==> config.mk <==
export PLATFORM = sky130hd
export DESIGN_NAME = disp_scan_ctrl
export DESIGN_NICKNAME = d
export VERILOG_FILES = /design/src/rtl/disp_pkg.sv /design/src/rtl/seg7_decode.sv /design/src/rtl/disp_scan_ctrl.sv
export SDC_FILE = /design/constraint.sdc
export NUM_CORES = 1
export LEC_CHECK = 0
export CAP_MARGIN = 10
export CORE_MARGIN = 3
export CORE_UTILIZATION = 41
export DETAILED_ROUTE_END_ITERATION = 8
export PLACE_DENSITY = 0.63
export RECOVER_POWER = 100
export SLEW_MARGIN = 20
export SYNTH_ARGS = -nofsm -noshare
export SYNTH_HDL_FRONTEND = slang
export SYNTH_HIERARCHICAL = 1
export SYNTH_SLANG_ARGS = --single-unit
==> constraint.sdc <==
create_clock -name clk -period 4.3 [get_ports clk]
set_input_delay 1.075 -clock clk [delete_from_list [all_inputs] [get_ports clk]]
set_output_delay 1.075 -clock clk [all_outputs]
set_load 0.005 [all_outputs]
==> src/rtl/disp_pkg.sv <==
// Shared types, glyph constants and width helpers for the display scan controller.
package disp_pkg;

  typedef enum logic {
    StShow = 1'b0,
    StGap  = 1'b1
  } state_e;

  // Active-low glyphs, bit order {g,f,e,d,c,b,a}
  localparam logic [6:0] SEG_0    = 7'h40;
  localparam logic [6:0] SEG_1    = 7'h79;
  localparam logic [6:0] SEG_2    = 7'h24;
  localparam logic [6:0] SEG_3    = 7'h30;
  localparam logic [6:0] SEG_4    = 7'h19;
  localparam logic [6:0] SEG_5    = 7'h12;
  localparam logic [6:0] SEG_6    = 7'h02;
  localparam logic [6:0] SEG_7    = 7'h78;
  localparam logic [6:0] SEG_8    = 7'h00;
  localparam logic [6:0] SEG_9    = 7'h10;
  localparam logic [6:0] SEG_DASH = 7'h3F;
  localparam logic [6:0] SEG_OFF  = 7'h7F;

  // Bits needed to hold 0..n-1, never less than one
  function automatic int unsigned cnt_width(input int unsigned n);
    return (n > 1) ? $clog2(n) : 1;
  endfunction

endpackage

==> src/rtl/seg7_decode.sv <==
// Combinational BCD nibble to active-low seven-segment decoder; 10-15 show a dash.
module seg7_decode
  import disp_pkg::*;
(
  input  logic [3:0] nibble,
  output logic [6:0] seg_n
);

  // Glyph lookup
  always_comb begin
    seg_n = SEG_DASH;
    case (nibble)
      4'd0:    seg_n = SEG_0;
      4'd1:    seg_n = SEG_1;
      4'd2:    seg_n = SEG_2;
      4'd3:    seg_n = SEG_3;
      4'd4:    seg_n = SEG_4;
      4'd5:    seg_n = SEG_5;
      4'd6:    seg_n = SEG_6;
      4'd7:    seg_n = SEG_7;
      4'd8:    seg_n = SEG_8;
      4'd9:    seg_n = SEG_9;
      default: seg_n = SEG_DASH;
    endcase
  end

endmodule

==> src/rtl/disp_scan_ctrl.sv <==
// Time-multiplexed seven-segment scan controller with leading-zero blanking and
// frame-synchronous value update. Optional blink support: DISP_SCAN_BLINK_EN.
module disp_scan_ctrl
  import disp_pkg::*;
#(
  parameter int unsigned N_DIGITS     = 6,
  parameter int unsigned DWELL_CYCLES = 50000,
  parameter int unsigned GAP_CYCLES   = 500
`ifdef DISP_SCAN_BLINK_EN
  ,
  parameter int unsigned BLINK_FRAMES = 250
`endif
) (
  input  logic                  clk,
  input  logic                  reset_n,
  input  logic [4*N_DIGITS-1:0] bcd_in,
  input  logic [N_DIGITS-1:0]   dp_in,
  input  logic                  load_valid,
  output logic                  load_ready,
`ifdef DISP_SCAN_BLINK_EN
  input  logic [N_DIGITS-1:0]   blink_mask,
`endif
  output logic [N_DIGITS-1:0]   digit_sel_n,
  output logic [6:0]            seg_n,
  output logic                  dp_n,
  output logic                  frame_start
);

  localparam int unsigned IdxW   = cnt_width(N_DIGITS);
  localparam int unsigned CntMax = (DWELL_CYCLES > GAP_CYCLES) ? DWELL_CYCLES : GAP_CYCLES;
  localparam int unsigned CntW   = cnt_width(CntMax);
  localparam logic [IdxW-1:0] IdxLast   = IdxW'(N_DIGITS - 1);
  localparam logic [CntW-1:0] DwellLoad = CntW'(DWELL_CYCLES - 1);
  localparam logic [CntW-1:0] GapLoad   = CntW'(GAP_CYCLES - 1);

  state_e                state_q;
  logic [IdxW-1:0]       idx_q, next_idx;
  logic [CntW-1:0]       cnt_q;
  logic                  boundary, accept;

  logic [4*N_DIGITS-1:0] active_bcd_q, active_bcd_d, shadow_bcd_q, shadow_bcd_d;
  logic [N_DIGITS-1:0]   active_dp_q, active_dp_d, shadow_dp_q, shadow_dp_d;
  logic                  pending_q, pending_d;

  logic [N_DIGITS-1:0]   blank;
  logic [3:0]            nib_sel;
  logic                  dp_sel, blank_sel, blink_sel, zero_run;
  logic [6:0]            dec_seg_n, show_seg_n;
  logic                  show_dp_n;

  // The GAP->SHOW edge that wraps back to digit 0 is the only point values change
  assign boundary = (state_q == StGap) && (cnt_q == '0) && (idx_q == IdxLast);
  assign next_idx = (idx_q == IdxLast) ? '0 : idx_q + 1'b1;
  assign accept   = load_valid & load_ready;

  // Handshake: stage into shadow mid-frame, promote or bypass at the boundary
  always_comb begin
    active_bcd_d = active_bcd_q;
    active_dp_d  = active_dp_q;
    shadow_bcd_d = shadow_bcd_q;
    shadow_dp_d  = shadow_dp_q;
    pending_d    = pending_q;
    if (boundary) begin
      if (pending_q) begin
        active_bcd_d = shadow_bcd_q;
        active_dp_d  = shadow_dp_q;
        pending_d    = 1'b0;
      end else if (accept) begin
        active_bcd_d = bcd_in;
        active_dp_d  = dp_in;
      end
    end else if (accept) begin
      shadow_bcd_d = bcd_in;
      shadow_dp_d  = dp_in;
      pending_d    = 1'b1;
    end
  end

  // Data registers and ready flag
  always_ff @(posedge clk or negedge reset_n) begin
    if (!reset_n) begin
      active_bcd_q <= '0;
      active_dp_q  <= '0;
      shadow_bcd_q <= '0;
      shadow_dp_q  <= '0;
      pending_q    <= 1'b0;
      load_ready   <= 1'b1;
    end else begin
      active_bcd_q <= active_bcd_d;
      active_dp_q  <= active_dp_d;
      shadow_bcd_q <= shadow_bcd_d;
      shadow_dp_q  <= shadow_dp_d;
      pending_q    <= pending_d;
      load_ready   <= ~pending_d;
    end
  end

`ifdef DISP_SCAN_BLINK_EN
  localparam int unsigned FrmW = cnt_width(BLINK_FRAMES);
  logic [FrmW-1:0] frm_cnt_q;
  logic            phase_q, phase_d;

  assign phase_d = phase_q ^ (boundary && (frm_cnt_q == FrmW'(BLINK_FRAMES - 1)));

  // Blink phase flips once every BLINK_FRAMES frame boundaries
  always_ff @(posedge clk or negedge reset_n) begin
    if (!reset_n) begin
      frm_cnt_q <= '0;
      phase_q   <= 1'b1;
    end else if (boundary) begin
      frm_cnt_q <= (frm_cnt_q == FrmW'(BLINK_FRAMES - 1)) ? '0 : frm_cnt_q + 1'b1;
      phase_q   <= phase_d;
    end
  end
`endif

  // Blanking chain from the MSD down, then select the digit about to be shown.
  // Uses the next-state value so a boundary update is visible on digit 0 at once.
  always_comb begin
    blank     = '0;
    zero_run  = 1'b1;
    nib_sel   = '0;
    dp_sel    = 1'b0;
    blank_sel = 1'b0;
    blink_sel = 1'b0;
    for (int i = N_DIGITS - 1; i > 0; i--) begin
      zero_run = zero_run && (active_bcd_d[4*i +: 4] == 4'h0) && !active_dp_d[i];
      blank[i] = zero_run;
    end
    for (int i = 0; i < N_DIGITS; i++) begin
      if (next_idx == IdxW'(i)) begin
        nib_sel   = active_bcd_d[4*i +: 4];
        dp_sel    = active_dp_d[i];
        blank_sel = blank[i];
`ifdef DISP_SCAN_BLINK_EN
        blink_sel = ~phase_d & blink_mask[i];
`endif
      end
    end
  end

  seg7_decode u_dec (
    .nibble (nib_sel),
    .seg_n  (dec_seg_n)
  );

  assign show_seg_n = (blank_sel || blink_sel) ? SEG_OFF : dec_seg_n;
  assign show_dp_n  = ~(dp_sel & ~blink_sel);

  // Scan FSM; outputs are latched on entry to each state and held
  always_ff @(posedge clk or negedge reset_n) begin
    if (!reset_n) begin
      state_q     <= StGap;
      idx_q       <= IdxLast;
      cnt_q       <= '0;
      digit_sel_n <= '1;
      seg_n       <= SEG_OFF;
      dp_n        <= 1'b1;
      frame_start <= 1'b0;
    end else begin
      frame_start <= 1'b0;
      if (cnt_q != '0) begin
        cnt_q <= cnt_q - 1'b1;
      end else if (state_q == StShow) begin
        state_q     <= StGap;
        cnt_q       <= GapLoad;
        digit_sel_n <= '1;
        seg_n       <= SEG_OFF;
        dp_n        <= 1'b1;
      end else begin
        state_q     <= StShow;
        cnt_q       <= DwellLoad;
        idx_q       <= next_idx;
        digit_sel_n <= ~(N_DIGITS'(1) << next_idx);
        seg_n       <= show_seg_n;
        dp_n        <= show_dp_n;
        frame_start <= boundary;
      end
    end
  end

endmodule

Word-level counts from Yosys, hierarchy flattened. Memories as Yosys holds them, arrays and structs flattened. Cells that the tools add are included.

Register bits: 97. Bits in read-only memories: 112. Memories: 1. Input port bits: 33. Logic and storage cells: 90. Output and inout port bits: 16.

Memory list: (name not given) (depth 16, bits a word 7, read ports 1, clocked after Yosys merged registers in 0, wr ports 0, RTL line seg7_decode.sv:12) `case (nibble)`.

Add/sub/neg operators: 2. Reduce and logical (&&, ||, !) cells: 26. Eq/ne operators: 6. Shift-type cells: 1. Bitwise gates (word level): 6. Multiplexer cells: 35.

Operators by type and width (number): $mux 24 (3); $mux 16 (2); $mux 4 (6); $mux 6 (4); $logic_not 4->1 (5); $mux 1 (17); $logic_not 16->1 (1); $reduce_bool 16->1 (1); $sub 16x1->16 const B (1); $mux 7 (2); $logic_and 1x1->1 (11); $eq 3x3->1 const B (3); $eq 3x2->1 const B (2); $not 6->6 (1); $shl 1x3->6 const A (1); $logic_not 1->1 (5); $not 1->1 (4); $reduce_and 2->1 (2); $add 3x1->3 const B (1); $eq 3x1->1 const B (1); $logic_not 3->1 (1); $mux 3 (1); $and 1x1->1 (1).

Depth between registers and ports, before layout. Gate-level depths: netlist of the first run.

Depth after elaboration: 21. Gate-level depth with buffers: 17.

By module. Netlist of the first run, hierarchy kept.

By module, submodules not included: disp_scan_ctrl (cells an instance 442, area an instance 4895.9 um^2, instances 1); seg7_decode (cells an instance 31, area an instance 224.0 um^2, instances 1).

Least setup slack after synthesis of the first run. Ideal clock, no wire load.

Path type: input -> register. From: input port load_valid. To: register seg_n[0]. Arrival time: 3.322 ns. Required time: 4.214 ns. Slack: 0.892 ns. Setup time: 0.086 ns. Stages on the path: 13. Path through: a21o_1 > nand3_2 > nor2_4 > buf_8 > mux2_2 > o22ai_1 > a21oi_1 > o21ai_0 > buf_6 > mux2i_1 > a21oi_1 > o32ai_1 > a21oi_1.

RTL lines: from (decl) (RTL line disp_scan_ctrl.sv:18) `input logic load_valid,`; $and 1x1->1 (*) (RTL line disp_scan_ctrl.sv:54) `assign accept = load_valid & load_ready;`; $mux 24 (*) (RTL line disp_scan_ctrl.sv:68) `end else if (accept) begin`; $mux 24 (*) (RTL line disp_scan_ctrl.sv:64) `if (pending_q) begin`; $mux 24 (*) (RTL line disp_scan_ctrl.sv:63) `if (boundary) begin`; $mux 4 (5 in a row) (RTL line disp_scan_ctrl.sv:131) `if (next_idx == IdxW'(i)) begin`; $mux 4 (*) (RTL line disp_scan_ctrl.sv:131); via nib_sel[3] (RTL line disp_scan_ctrl.sv:46) `logic [3:0] nib_sel;`; $mem_v2 16x7 (*); via dec_seg_n[0] (RTL line disp_scan_ctrl.sv:48) `logic [6:0] dec_seg_n, show_seg_n;`; $mux 7 (*) (RTL line disp_scan_ctrl.sv:147) `assign show_seg_n = (blank_sel || blink_sel) ? SEG_OFF : dec_seg_n;`; $mux 7 (*) (RTL line disp_scan_ctrl.sv:164) `end else if (state_q == StShow) begin`; to (signal assigned) (RTL line disp_scan_ctrl.sv:175) `seg_n <= show_seg_n;`; to (decl) (RTL line disp_scan_ctrl.sv:24) `output logic [6:0] seg_n,`.

The timed path passes the listed nets; every way through them passes the cells marked *. A chain may end at the register's enable or synchronous reset.

Worst setup path after layout of the first run.
From: input port load_valid. To: register seg_n[5].

RTL lines: $and 1x1->1 (RTL line disp_scan_ctrl.sv:54); $mux 24 (RTL line disp_scan_ctrl.sv:68); $mux 24 (RTL line disp_scan_ctrl.sv:64); $mux 24 (RTL line disp_scan_ctrl.sv:63); via active_bcd_d[21] (RTL line disp_scan_ctrl.sv:41) `logic [4*N_DIGITS-1:0] active_bcd_q, active_bcd_d, shadow_bcd_q, shadow_bcd_d;`; $mux 4 (RTL line disp_scan_ctrl.sv:131); via nib_sel[1] (RTL line disp_scan_ctrl.sv:46); $mem_v2 16x7; via dec_seg_n[5] (RTL line disp_scan_ctrl.sv:48); $mux 7 (RTL line disp_scan_ctrl.sv:147); $mux 7 (RTL line disp_scan_ctrl.sv:164).

The timed path passes the listed nets, and every way through them passes these cells.

==> flow_summary_export.csv, run 1 <==
group,metric,value,unit
global_routing,grt_usage,16.7,%
clocking,cts_tree,"yes",
global_routing,grt_pass1_wl,18700,um
power_and_ir_drop,p_leak,2.53,nW
clocking,postCtsSetupBuffers,0,
die,die_w,118,um
critical_path,worstSetupEndpointType,"flop",
hold_path,hp-class,"flop to flop",
critical_path,reg2reg_to,"seg_n[3]",
hold_path,min-delay-start,"cnt_q[0]",
place,routabilityCongestion,0.837,
power_and_ir_drop,p_per_area,341,nW/um^2
clocking,hold_buffers,0,
hold_path,holdPathStages,1,
clocking,clock_sinks,97,
critical_path,crit_required,4.57,ns
place,dp_hpwl,8120,um
synthesis,synth_ff_type,"dfrtp_1",
critical_path,r2r_slack,0.45,ns
synthesis,async_reset_ff_share,100,%
clocking,cts_buffers,9,
sta,slew-limit-headroom,-10.6,%
sta,period_share,92.6,%
drt,final_antenna_net_count,0,
sta,rsz0062_at_grt,"no",
clocking,clock_latency,0.35,ns
die,die_area,13900,um^2
sta,hold_viol,0,
die,die_h,118,um
global_routing,antenna_found_initial,0,
clocking,htreeDepth,3,
synthesis,syn-num-nets,512,
sta,report.final.slew_viol_count,31,
sta,setup_viol,0,
finish,drive_above_1_share,18.4,%
synthesis,yosysUniqueCellTypes,70,
sta,finalWorstPathRequiredPeriod,3.98,ns
clocking,cts-root-buf,"clkbuf_16",
synthesis,syn_inst,473,
global_routing,grt_max_degree,58,
power_and_ir_drop,ir_drop,0.200,mV
die,row_count,40,
die,core,12100,um^2
critical_path,worstPathMaxFanout,27,
place,pre_cts_slack,0.00458,ns
synthesis,ys_seq_area_share,47.8,%
sta,clock_skew,0.0110,ns
finish,regArea,2450,um^2
finish,post-route-util,49.6,%
synthesis,ys_ff_latch,97,
finish,insertedDiodeCount,0,
drt,viasPerCell,5.35,
die,start_util,42.3,%
sta,worst_slew_pin_slew,1.66,ns
drt,drc,0,
outcome,status,"complete, but fails checks",
synthesis,syn-cell-area,5120,um^2
sta,setup_ws,0.317,ns
clocking,post_cts_resized,0,
place,port_buffers,48,
synthesis,avgSynthCellArea,10.8,um^2
drt,wl,11100,um
drt,drt-pass1-iter-count,4,
critical_path,path_class,"input port to flop",
global_routing,grt_overflow,0,
critical_path,rr_worst_depth,13,
critical_path,crit_start,"load_valid",
hold_path,min_to,"cnt_q[0]",
critical_path,worst_setup_path_start_kind,"input port",
critical_path,critPathArrivalTime,4.25,ns
clocking,clock_path_buffers,2,
critical_path,r2r_start,"cnt_q[6]",
finish,area_growth,17.4,%
drt,drt_iter0_markers,173,
drt,routedWlPerCell,16.1,um
run,maxCapViolCount,1,
clocking,cts.clk_slew.worst_paths,0.06,ns
outcome,violations,"max-capacitance violations, max-slew violations",
synthesis,yosys_warnings,6,
sta,finalSetupTns,0,ns
die,io_pins,49,
finish,multiInputGateArea,2450,um^2
finish,fillCellCount,1173,
synthesis,synth_edf_count,0,
global_routing,grt_pass1_vias,3695,
drt,vias,3715,
sta,fmax,0.251,GHz
finish,num-nets-final,561,
-- kinds of logic (layout without fill, tap and decap cells) --
group	after synthesis	after routing	share of synthesized area [%]
AO/OA/AOI/OAI	97	97	12.6
multiplexers	73	73	16.1
AND/OR/NAND/NOR	144	144	15.8
buffers and inverters	44	97	4.20
flip-flops	97	97	47.8
adder cells (fa/ha/maj)	6	6	1.47
XOR/XNOR	12	12	2.05
-- cells in the final DEF (no fill, tap or decap), types with 9 or more instances in the layout --
cell             instances
dfstp_2                 16
dfrtp_1                 78
nand2_1                 38
o21ai_0                 27
clkdlybuf4s50_1         33
dlygate4sd3_1           14
nor3_1                  14
a21oi_1                 24
nor2_1                  33
clkbuf_16                9
mux2i_1                 26
inv_1                   19
mux2_2                  39
-- worst max-delay path by stage --
stage | endpoint | slack [ns] | cells past startpoint
2_1_floorplan | seg_n[0] | 0.89 | 13
3_3_place_gp | seg_n[5] | 0.17 | 14
3_5_place_dp | seg_n[5] | 0.005 | 14
4_1_cts | seg_n[5] | 0.32 | 14
5_1_grt | seg_n[5] | 0.04 | 14
6_report | seg_n[5] | 0.32 | 14
-- worst max-delay path, stage by stage --
cell	delay (ns)
clkdlybuf4s50_1	0.49
a21o_1	0.19
and3_1	0.27
nand2_4	0.18
buf_4	0.21
o21ai_0	0.28
a221oi_1	0.12
o21ba_1	0.39
inv_1	0.12
ha_1	0.20
and2b_1	0.15
o31ai_1	0.28
o32ai_1	0.15
a21oi_1	0.15
-- synthesized netlist by cell type, types with 3 or more instances --
cell / count / area, um^2
dfstp_2: 18 / 473
nor2_1: 33 / 124
a31oi_1: 6 / 37.5
mux4_2: 3 / 67.6
clkbuf_1: 8 / 30.0
xor2_1: 5 / 43.8
dfrtp_1: 79 / 1980
mux2_2: 44 / 495
a21oi_1: 24 / 120
o211ai_1: 3 / 22.5
nor2b_1: 4 / 25.0
nor4_1: 8 / 50.1
buf_2: 10 / 50.1
ha_1: 6 / 75.1
nand3_1: 4 / 20.0
o21ai_1: 3 / 15.0
a21o_1: 3 / 22.5
nand2_1: 38 / 143
o32ai_1: 7 / 61.3
a22oi_1: 4 / 30.0
and2_1: 3 / 18.8
buf_6: 3 / 33.8
nor3_1: 13 / 65.1
mux2i_1: 26 / 260
nor3b_1: 8 / 60.1
o21ai_0: 26 / 130
xnor2_1: 7 / 61.3
inv_1: 19 / 71.3
-- layer usage --
metal,vias up,routed length [um],track usage [%]
li1,1804,-,-
met1,1856,5150,22.6
met2,51,5590,27.1
met3,4,324,3.41
met4,0,85,5.13
met5,-,0,0
-- per-stage QoR --
step,cells,power [mW],hold WS (ns),cell area [um^2]
after floorplan,473,1.23,0.419,5120
after global placement,679,1.33,0.437,5780
after detailed placement,679,1.33,0.445,5780
after CTS,694,2.07,0.453,6040
after global routing,694,2.14,0.491,6010
final,694,2.05,0.453,6010
-- registers in the layout, indices dropped and copies added (netlist names) --
signal,cells
shadow_dp_q,6
digit_sel_n,6
idx_q,3
dp_n,1
active_dp_q,6
state_q,1
cnt_q,16
seg_n,7
shadow_bcd_q,24
frame_start,1
load_ready,1
pending_q,1
active_bcd_q,24
-- power breakdown --
group          switching [mW]  leakage (nW)  total, mW  internal, mW
sequential             0.0528          1.16       1.05          1.00
combinational           0.110          1.24      0.259         0.149
clock                   0.332         0.128      0.735         0.403
total                   0.495          2.53       2.05          1.55
-- final cells by class --
class,count,area share (%)
sequential,97,40.8
multi-input combinational,332,40.8
tap,168,3.50
clock buffer,12,4.10
timing repair buffer,62,9.29
inverter,20,1.25
clock inverter,3,0.292
(Power assumes the default switching activity.)
==> inputs of run 2 (changes only) <==
Settings changed: ABC_AREA set to 1, CORE_MARGIN 3 to not set, PLACE_DENSITY 0.63 to 0.64.
==> flow_summary_export.csv, run 2 <==
group,metric,value,unit
finish,drive_above_1_share,9.51,%
drt,viasPerCell,5.07,
power_and_ir_drop,p_sw,0.537,mW
die,start_util,42.8,%
critical_path,cp_slowest_cell,"o21ai_0",
clocking,cts-root-buf,"clkbuf_16",
clocking,cts_tree,"yes",
finish,fillCellCount,1125,
drt,final_antenna_net_count,0,
critical_path,crit_required,4.58,ns
global_routing,grt_usage,19.6,%
clocking,htreeDepth,3,
sta,fmax,0.267,GHz
critical_path,worst_setup_path_start_kind,"input port",
sta,clock_skew,0.00980,ns
synthesis,yosys_warnings,6,
finish,insertedDiodeCount,0,
power_and_ir_drop,clockPowerShare,37.5,%
synthesis,ys_ff_latch,97,
synthesis,synthAdderAreaFrac,1.50,%
global_routing,grt_overflow,0,
clocking,post_cts_resized,0,
clocking,hold_buffers,0,
synthesis,synth-compound-area-share,13.0,%
finish,final_common_cell,"nand2_1",
sta,worst_slew_pin_slew,1.53,ns
critical_path,timing.critical_path.buf_inv,4,
power_and_ir_drop,p_comb_share,11.8,%
drt,drt_iter0_markers,280,
global_routing,grt_pass1_vias,4020,
finish,final_cell_mix,"183 x nand2_1, 79 x dfrtp_1, 77 x o21ai_0, 64 x inv_1, 63 x nor2_1",
synthesis,synth_ff_type,"dfrtp_1",
clocking,postCtsSetupBuffers,0,
sta,setup_ws,0.554,ns
clocking,clock_sinks,97,
sta,hold_viol,0,
clocking,clock_path_buffers,2,
synthesis,ys_seq_area_share,49.1,%
sta,finalWorstPathRequiredPeriod,3.75,ns
critical_path,worstSetupEndpointType,"flop",
power_and_ir_drop,power_frac_seq,50.7,%
clocking,cts.clk_slew.worst_paths,0.06,ns
drt,vias,4136,
sta,period_share,87.1,%
synthesis,synthTopCellsByArea,"dfrtp_1 40%, nand2_1 14%, dfstp_2 9.5%, o21ai_0 6.6%, inv_1 4.7%",
critical_path,r2r_slack,0.97,ns
critical_path,worstPathMaxFanout,22,
clocking,clock_latency,0.35,ns
synthesis,syn-num-nets,661,
place,dp_hpwl,8160,um
synthesis,async_reset_ff_share,100,%
die,row_count,39,
synthesis,yosysMostFrequentCell,"nand2_1",
die,die_area,12600,um^2
global_routing,grt_max_degree,61,
sta,setup_viol,0,
finish,top_regs,"active_bcd_q x24, shadow_bcd_q x24, cnt_q x16",
finish,num-nets-final,707,
critical_path,critPathMaxStageDelay,0.54,ns
synthesis,syn_inst,622,
die,die_w,112,um
die,die_h,112,um
synthesis,yosysUniqueCellTypes,38,
synthesis,muxShareOfSynthArea,2.01,%
die,core,11700,um^2
synthesis,synth_common_cells,"181 x nand2_1, 79 x dfrtp_1, 66 x o21ai_0, 62 x inv_1, 62 x nor2_1",
synthesis,syn-cell-area,4990,um^2
power_and_ir_drop,p_per_area,358,nW/um^2
drt,wl,11300,um
critical_path,path_class,"input port to flop",
clocking,cts_buffers,9,
drt,drt-pass1-iter-count,7,
synthesis,synth_edf_count,0,
critical_path,cp_num_cells,16,
critical_path,cp_cell_sequence,"dlygate4sd3_1, nand2_1, buf_4, buf_4, nand2_1, o21ai_0, mux2i_1, o21ai_0, nand2_1, nand4_1, inv_1, nand2_1, nand2_2, nand2_1, nor2_1, a21oi_2",
hold_path,holdPathStages,1,
power_and_ir_drop,total_power,2.09,mW
finish,area_growth,17.1,%
die,io_pins,49,
drt,routedWlPerCell,13.8,um
place,port_buffers,48,
global_routing,grt_pass1_wl,19300,um
power_and_ir_drop,intPower,1.56,mW
outcome,status,"complete, but fails checks",
critical_path,rr_worst_depth,16,
global_routing,antenna_found_initial,0,
sta,finalSetupTns,0,ns
critical_path,critPathArrivalTime,4.03,ns
synthesis,netlist.area_leader.share,39.6,%
power_and_ir_drop,p_leak,2.97,nW
outcome,violations,"design-rule violations, max-capacitance violations, max-slew violations",
place,pre_cts_slack,0.522,ns
critical_path,worst_path_most_repeated_cell,"nand2_1",
power_and_ir_drop,switching_share,25.6,%
synthesis,synthSimpleGateAreaFrac,25.1,%
sta,slew-limit-headroom,-2.20,%
synthesis,synth_xor_area_share,1.58,%
drt,drc,5,
synthesis,yosysTopAreaCell,"dfrtp_1",
hold_path,hp-class,"flop to flop",
synthesis,avgSynthCellArea,8.02,um^2
place,routabilityCongestion,0.874,
sta,rsz0062_at_grt,"no",
run,maxCapViolCount,1,
power_and_ir_drop,ir_drop,0.219,mV
sta,report.final.slew_viol_count,61,
critical_path,cp_top_family,"buffers and inverters",
synthesis,synth_top_family_by_area,"simple AND/OR/NAND/NOR gates",
run 2: cell types whose count changed after synthesis, moves of 8 or more:
cell,before,now
nor2_1,33,62
o21ai_1,3,11
nor3b_1,8,0
mux2_2,44,0
nand3_1,4,19
o21ai_0,26,66
nand2_1,38,181
inv_1,19,62
mux2i_1,26,10
buf_2,10,2
run 2: path summary, 6_finish.rpt:
path / from / end
min in group asynchronous: reset_n / shadow_bcd_q[23]
worst min register to register: cnt_q[0] / cnt_q[0]
worst max register to register: cnt_q[0] / seg_n[3]
worst max-delay path: load_valid / seg_n[5]
max in group asynchronous: reset_n / shadow_bcd_q[0]
worst min-delay path: cnt_q[0] / cnt_q[0]
run 2: power by group through the flow:
stage	logic, mW	clock network [mW]	registers [mW]
3_3_place_gp	0.247	0	1.07
4_1_cts	0.256	0.801	1.06
3_5_place_dp	0.254	0	1.08
6_report	0.247	0.785	1.06
5_1_grt	0.291	0.842	1.07
2_1_floorplan	0.167	0	1.06
run 2: cell families (layout without fill, tap and decap cells):
kind of cell	count (synthesis)	count (layout)
buffers and inverters	89	140
AOI/OAI and AO/OA	119	119
adders and majority gates	6	6
muxes	10	10
and+or+nand+nor	292	292
xor gates and xnor gates	9	9
DFF	97	97
run 2: per-stage QoR:
| step | util (%) | hold slack, ns | cells | area (um^2) |
|---|---|---|---|---|
| after floorplan | - | 0.409 | 622 | 4990 |
| after detailed placement | 47.9 | 0.435 | 800 | 5580 |
| final | 50.1 | 0.435 | 816 | 5840 |
| after CTS | 50.4 | 0.445 | 816 | 5880 |
| after global routing | 50.1 | 0.462 | 816 | 5840 |
| after global placement | 47.9 | 0.424 | 800 | 5580 |
run 2: worst register-to-register path, delay by kind of cell (launching register included):
| family | cells | cell delay [ns] |
|---|---|---|
| compound gates | 2 | 0.66 |
| fa+ha+maj | 2 | 0.47 |
| buf+inv | 3 | 0.48 |
| flops | 1 | 0.37 |
| simple gates | 9 | 1.28 |
run 2: per-layer routing:
metal	up-vias	GRT usage (%)	wire length, um
li1	2066	-	-
met1	1955	25.9	5270
met2	93	31.6	5300
met3	22	3.83	522
met4	0	8.09	213
met5	-	0	0
run 2: area by class of cell:
cell class | instances | area [um^2] | area share (%)
flip-flops and latches | 97 | 2450 | 41.9
multi-input cells | 436 | 2140 | 36.7
repair buffers | 58 | 533 | 9.12
clock buffers | 12 | 267 | 4.56
inverters | 66 | 248 | 4.24
well taps | 143 | 179 | 3.06
clock inverters | 4 | 26.3 | 0.450
